[src/rtl/gpio_filter_pkg.sv]
// Shared defaults and types for the GPIO input synchroniser/glitch filter.
package gpio_filter_pkg;

    localparam int unsigned GPIO_SYNC_STAGES_DEF = 2;
    localparam int unsigned GPIO_FILT_CNT_W_DEF  = 8;

    typedef logic [GPIO_FILT_CNT_W_DEF-1:0] gpio_filt_cnt_t;

endpackage

[src/rtl/gpio_filter_cell.sv]
// One pin's stability counter, threshold compare, filtered level and sticky glitch flag.
// Optional glitch flag enabled by macro GPIO_FILTER_GLITCH_EN.
module gpio_filter_cell
    import gpio_filter_pkg::*;
#(
    parameter int unsigned CNT_WIDTH = GPIO_FILT_CNT_W_DEF
) (
    input  logic                 clk,
    input  logic                 rst,
    input  logic                 i_sync,
    input  logic                 i_en,
    input  logic [CNT_WIDTH-1:0] i_thr,
    input  logic                 i_glitch_clr,
    output logic                 o_filt,
    output logic                 o_glitch
);

    logic [CNT_WIDTH-1:0] r_cnt;
    logic                 r_filt;
    logic                 w_diff;
    logic                 w_accept;
    logic                 w_break;

    assign w_diff   = i_sync ^ r_filt;
    // ">=" so a threshold lowered below the running count accepts at once
    assign w_accept = w_diff && (r_cnt >= i_thr);
    assign w_break  = i_en && !w_diff && (r_cnt != '0);

    // Counter stays below i_thr while counting, so it can never wrap
    always_ff @(posedge clk or posedge rst) begin
        if (rst) begin
            r_cnt  <= '0;
            r_filt <= 1'b0;
        end else if (!i_en) begin
            r_filt <= i_sync;
            r_cnt  <= '0;
        end else if (w_accept) begin
            r_filt <= i_sync;
            r_cnt  <= '0;
        end else if (w_diff) begin
            r_cnt  <= r_cnt + CNT_WIDTH'(1);
        end else begin
            r_cnt  <= '0;
        end
    end

    assign o_filt = r_filt;

`ifdef GPIO_FILTER_GLITCH_EN
    logic r_glitch;

    // Set has priority over a simultaneous clear
    always_ff @(posedge clk or posedge rst) begin
        if (rst) begin
            r_glitch <= 1'b0;
        end else if (w_break) begin
            r_glitch <= 1'b1;
        end else if (i_glitch_clr) begin
            r_glitch <= 1'b0;
        end
    end

    assign o_glitch = r_glitch;
`else
    logic w_unused_glitch;

    assign w_unused_glitch = i_glitch_clr ^ w_break;
    assign o_glitch        = 1'b0;
`endif

endmodule

[src/rtl/gpio_input_filter.sv]
// Per-pin pad synchroniser plus consecutive-cycle glitch filter feeding the GPIO edge detector.
// Sticky glitch_det flags are built only when GPIO_FILTER_GLITCH_EN is defined.
module gpio_input_filter
    import gpio_filter_pkg::*;
#(
    parameter int unsigned WIDTH       = 1,
    parameter int unsigned SYNC_STAGES = GPIO_SYNC_STAGES_DEF,
    parameter int unsigned CNT_WIDTH   = GPIO_FILT_CNT_W_DEF
) (
    input  logic                 clk,
    input  logic                 rst,
    input  logic [WIDTH-1:0]     pin_in,
    input  logic [WIDTH-1:0]     filt_en,
    input  logic [CNT_WIDTH-1:0] filt_cycles,
    output logic [WIDTH-1:0]     sync_out,
    output logic [WIDTH-1:0]     filt_out,
    output logic [WIDTH-1:0]     glitch_det,
    input  logic [WIDTH-1:0]     glitch_clr
);

    logic [WIDTH-1:0] r_sync [SYNC_STAGES];
    logic [WIDTH-1:0] w_sync;

    // Multi-flop synchroniser for the asynchronous pad inputs
    always_ff @(posedge clk or posedge rst) begin
        if (rst) begin
            for (int unsigned i = 0; i < SYNC_STAGES; i++) begin
                r_sync[i] <= '0;
            end
        end else begin
            r_sync[0] <= pin_in;
            for (int unsigned i = 1; i < SYNC_STAGES; i++) begin
                r_sync[i] <= r_sync[i-1];
            end
        end
    end

    assign w_sync   = r_sync[SYNC_STAGES-1];
    assign sync_out = w_sync;

    for (genvar g = 0; g < WIDTH; g++) begin : g_cell
        gpio_filter_cell #(
            .CNT_WIDTH (CNT_WIDTH)
        ) u_cell (
            .clk          (clk),
            .rst          (rst),
            .i_sync       (w_sync[g]),
            .i_en         (filt_en[g]),
            .i_thr        (filt_cycles),
            .i_glitch_clr (glitch_clr[g]),
            .o_filt       (filt_out[g]),
            .o_glitch     (glitch_det[g])
        );
    end

endmodule
[config.mk]
export PLATFORM = sky130hd
export DESIGN_NAME = gpio_input_filter
export DESIGN_NICKNAME = d
export VERILOG_FILES = /design/src/rtl/gpio_filter_pkg.sv /design/src/rtl/gpio_filter_cell.sv /design/src/rtl/gpio_input_filter.sv
export SDC_FILE = /design/constraint.sdc
export NUM_CORES = 1
export LEC_CHECK = 0
export ABC_CLOCK_PERIOD_IN_PS = 2350
export CAP_MARGIN = 5
export CORE_MARGIN = 2
export CORE_UTILIZATION = 40
export DETAILED_ROUTE_END_ITERATION = 7
export PLACE_DENSITY_LB_ADDON = 0.12
export SLEW_MARGIN = 20
export SYNTH_ARGS = -nofsm -noshare
export SYNTH_HDL_FRONTEND = slang
export SYNTH_SLANG_ARGS = --single-unit
[constraint.sdc]
create_clock -name clk -period 2.35 [get_ports clk]
set_input_delay 0.235 -clock clk [delete_from_list [all_inputs] [get_ports clk]]
set_output_delay 0.235 -clock clk [all_outputs]
set_load 0.02 [all_outputs]
# Yosys cells after proc, flatten, opt, wreduce, memory -nomap -nowiden

Cells that the tools add are included.

$add $sub $neg: 1
$mul: 0
Divide/modulo/power cells: 0
Order comparisons: 1
Eq/ne operators: 1
Shifts and indexed selects: 0
Mux-type cells: 5
Bitwise logic cells: 1
Reductions and logical operators: 1

Operators with widths:

| kind                                           | count |
|---|---|
| 2-to-1 mux 8 bit                               | 3 |
| adder 8 x 1 -> 8 bit (second input constant)   | 1 |
| greater-or-equal comparator 8 bit              | 1 |
| 2-to-1 mux 1 bit                               | 2 |
| != test 2 x 1 -> 1 bit (second input constant) | 1 |
| logical AND 1 bit                              | 1 |
| bitwise XOR 1 bit                              | 1 |

Register bits: 11
Latch bits: 0
RAM bits: 0
Memory bits (read-only): 0
Bits of input ports: 13
Output and inout port bits: 3
Logic and storage cells: 14
Memories kept: 0

# Depth between registers and ports, before layout

Depth in word-level cells: 4
Gate-level depth with buffers: 6
Depth with buffers taken out: 6

# Cells and area by module

A second synthesis with hierarchy kept.

Cell total of the unflattened synthesis: 67
Area, all modules: 711.9 um^2

Modules (own cells, without submodules):

| module            | times used | cells an instance | area each (um^2) | seq. area each (um^2) |
|---|---|---|---|---|
| gpio_filter_cell  | 1          | 64                | 658.1            | 225.2 |
| gpio_input_filter | 1          | 3                 | 53.8             | 50.0 |

# Worst setup path after synthesis

Ideal clock, no wire load.

Path kind: register -> register
Start point: reg g_cell[0].u_cell.r_cnt[0]
End point: reg g_cell[0].u_cell.r_filt
Setup time: 128 ps
Data arrival time: 1576 ps
Required time: 2222 ps
Path slack: 647 ps
Cell stages (with the launch flop): 7
Buffers on the path: 0
Clock period less this slack: 1703 ps
Cell sequence: dfrtp_1 > inv_1 > ha_1 > nand2b_4 > a2111oi_4 > o21ai_1 > mux2_1

Cells in the longest elaborated chain, start to end: 3

Ends and longest elaborated chain:

| element                           | line                   | RTL |
|---|---|---|
| start, declared                   | gpio_filter_cell.sv:18 | `logic [CNT_WIDTH-1:0] r_cnt;` |
| start signal, assigned            | gpio_filter_cell.sv:41 | `r_cnt <= r_cnt + CNT_WIDTH'(1);` |
| greater-or-equal comparator 8 bit | gpio_filter_cell.sv:26 | `assign w_accept = w_diff && (r_cnt >= i_thr);` |
| logical AND 1 bit                 | gpio_filter_cell.sv:26 |  |
| != test 2 x 1 -> 1 bit (no line)  | n/a                    |  |
| end signal, assigned              | gpio_filter_cell.sv:35 | `r_filt <= i_sync;` |
| end signal, assigned              | gpio_filter_cell.sv:38 | `r_filt <= i_sync;` |
| end, declared                     | gpio_filter_cell.sv:19 | `logic r_filt;` |

No other way between the ends.
A chain may end at the register's enable or synchronous reset.

# Worst setup path after layout

Start point: in filt_cycles[7]
End point: reg g_cell[0].u_cell.r_filt

Cells in the longest elaborated chain, start to end: 3

Ends and longest elaborated chain:

| element                           | line                    | RTL |
|---|---|---|
| start, declared                   | gpio_input_filter.sv:14 | `input logic [CNT_WIDTH-1:0] filt_cycles,` |
| greater-or-equal comparator 8 bit | gpio_filter_cell.sv:26  |  |
| logical AND 1 bit                 | gpio_filter_cell.sv:26  |  |
| != test 2 x 1 -> 1 bit (no line)  | n/a                     |  |

No other way between the ends.

==> qor.txt <==
Max-slew violation count = 0
TritonCTS clock tree = yes
RSZ-0062 raised after global routing = false
Initial antenna violation count = 0
Final net count = 104
Clock sink count = 11
Hpwl dp = 900 um
Final hold vios = 0
Status = complete, no violations
Synth warn = 0
Worst Path Max Fanout = 2
Post-Place Cell Area = 828 um2
DRC = 0
Total negative slack = 0 ns
Final Util = 54.8%
Gpl congestion = 0.726
Crit path time final = 1.88 ns
Prevailing post-synth register cell = dfrtp_1
Share of the synthesized area in the top cell type = 40.1%
Final wirelength = 1.08 mm
Leakage = 0.440 nW
Fmax = 531 MHz
Syn nets = 87
Hold Buf Count CTS = 0
Comb pwr share = 19.3%
Setup crit end kind = register
Initial core utilization = 44.0%
WS Path Type = input pin to register
Root buffer cell = clkbuf_4
FF+latch count, synth = 11
Max Cap Violations = 0
First-pass GRT wire length = 1.97 mm
Setup Skew = 0.000867 ns
Overall die area = 2060 um2
Detail Route Antenna Nets = 0
WP data arrival = 2.03 ns
Filler Cell Count = 147
# setup viols final = 0
EDFF count, synth = 0
Post-CTS Resized = 0
Clock Latency Late Sink = 0.26 ns
Port bufs = 13
Core ar. = 1560 um2
Sw frac = 24.4%
Setup bufs post-CTS = 0
Clock Power Share = 30.7%
Power per cell area = 472 nW/um2
Hold/Removal Path Class = input pin to async pin
Cell variety after synth = 23
Overall power = 0.000403 W
Die Y-Extent = 45.4 um
Final Cycle Share = 80.1%
Iter 0 DRT Violations = 2
Synth cell count leaders = dfrtp_1, inv_1, ha_1, nor2_1, xor2_1
Grt ovf = 0
Internal power = 0.000305 W
Maximum vdd drop = 0.336 mV
Top cells by area, synth = dfrtp_1, ha_1, xor2_1
Clock Path Buffers = 2
Via count = 476
Clock H-tree levels = 1
Post-route cell area = 855 um2
Via/cell ratio = 4.91
Clk slew on worst S/H paths = 0.07 ns
Psw = 0.0000984 W
Mapped Cells = 65
Layout cells sized above 1 = 8.64%
Mapped cell area = 686 um2
Critical Path RT = 2.49 ns
Sequential-to-total area share from yosys stat = 40.1%
Cell taking the most area after synthesis = dfrtp_1
# diodes = 0
Initial DRT Pass Iterations = 2
Gr usage total = 13.5%
Area growth syn-to-layout = 24.6%
Number of global-route vias before repair = 486
Sequential Power Share = 50.0%
Clock buffer count from CTS = 3
Largest net degree at the start of global routing = 12
Drt wl/cell = 11.2 um
Setup crit start kind = input pin
Rows = 14
Die width = 45.4 um
Post-Synthesis Mean Instance Area = 10.5 um2
FFs w/ async S/R, synth = 100%
Most common cell in the netlist = dfrtp_1
Top Ports = 16
## kinds of logic (layout without fill, tap and decap cells)
family / after synthesis / count (layout) / share of synthesized area [%]
DFF: 11 / 11 / 40.1
adders and majority gates: 9 / 9 / 16.4
other: 1 / 1 / 0.547
buffers and inverters: 11 / 27 / 6.57
muxes: 1 / 1 / 1.64
and+or+nand+nor: 18 / 18 / 13.7
xor gates and xnor gates: 7 / 7 / 8.94
AOI/OAI and AO/OA: 7 / 7 / 12.0
## power groups by stage
stage	sequential, W	combinational (W)	clock [W]
after floorplan	0.000207	0.0000463	0
after global placement	0.000205	0.0000773	0
after detailed placement	0.000205	0.0000792	0
after CTS	0.000202	0.0000797	0.000130
after global routing	0.000203	0.0000875	0.000139
final	0.000202	0.0000778	0.000124
## through the flow
step | setup WS [ns] | instances | hold WS [ns]
floorplan | 0.647 | 65 | 0.0874
global placement | 0.212 | 93 | 0.332
detailed placement | 0.187 | 93 | 0.336
CTS | 0.467 | 97 | 0.271
global route | 0.416 | 97 | 0.300
finish | 0.467 | 97 | 0.262
## cell type report
class | instances | area [um2] | area share, %
clock buffer | 4 | 26.3 | 3.07
inverter | 10 | 37.5 | 4.39
multi-input combinational | 43 | 365 | 42.8
sequential | 11 | 275 | 32.2
tap | 16 | 20.0 | 2.34
timing repair buffer | 13 | 130 | 15.2
## registers in the layout, summed over array words and instances, names as in the netlist
register	cells
g_cell.u_cell.r_cnt	8
g_cell.u_cell.o_filt	1
r_sync	1
sync_out	1
## placed cells by master (no fill, tap or decap), drive strengths merged
master          n
nand4           1
and3            3
nand2b          2
and2            1
a2111oi         1
o21a            1
xor2            5
xnor2           2
a221oi          1
dfrtp          11
nand2           2
ha              9
inv            10
nand3           1
mux2            1
clkbuf          4
o21ai           1
a21o            1
nor2            8
conb            1
o211ai          2
clkdlybuf4s50  13
## path summary, 6_finish.rpt
kind,slack [ns],endpoint,depth (start not counted),start
setup / recovery,0.47,g_cell[0].u_cell.o_filt,7,filt_cycles[7]
hold / removal,0.26,sync_out,2,rst
setup reg to reg,0.52,g_cell[0].u_cell.o_filt,6,g_cell[0].u_cell.r_cnt[0]
hold reg to reg,0.35,sync_out,0,r_sync[1]
max in group asynchronous,1.80,g_cell[0].u_cell.r_cnt[7],2,rst
min in group clk,0.35,sync_out,0,r_sync[1]
## per-layer routing
layer	part of all wire, %	wire length [um]	GRT usage (%)	up-vias
met2	46	504	21.4	7
met4	1.1	12	8.82	0
met5	0	0	0	-
li1	-	-	-	246
met1	49	535	17.5	221
met3	3.0	32	1.19	2
## worst max-delay path, cell delays in order
cell and delay, ns:
clkdlybuf4s50_1 0.45, inv_1 0.04, ha_1 0.31, and3_1 0.20
a221oi_2 0.34, o21ai_1 0.13, mux2_1 0.32
Power figures use the tool's default switching activity.
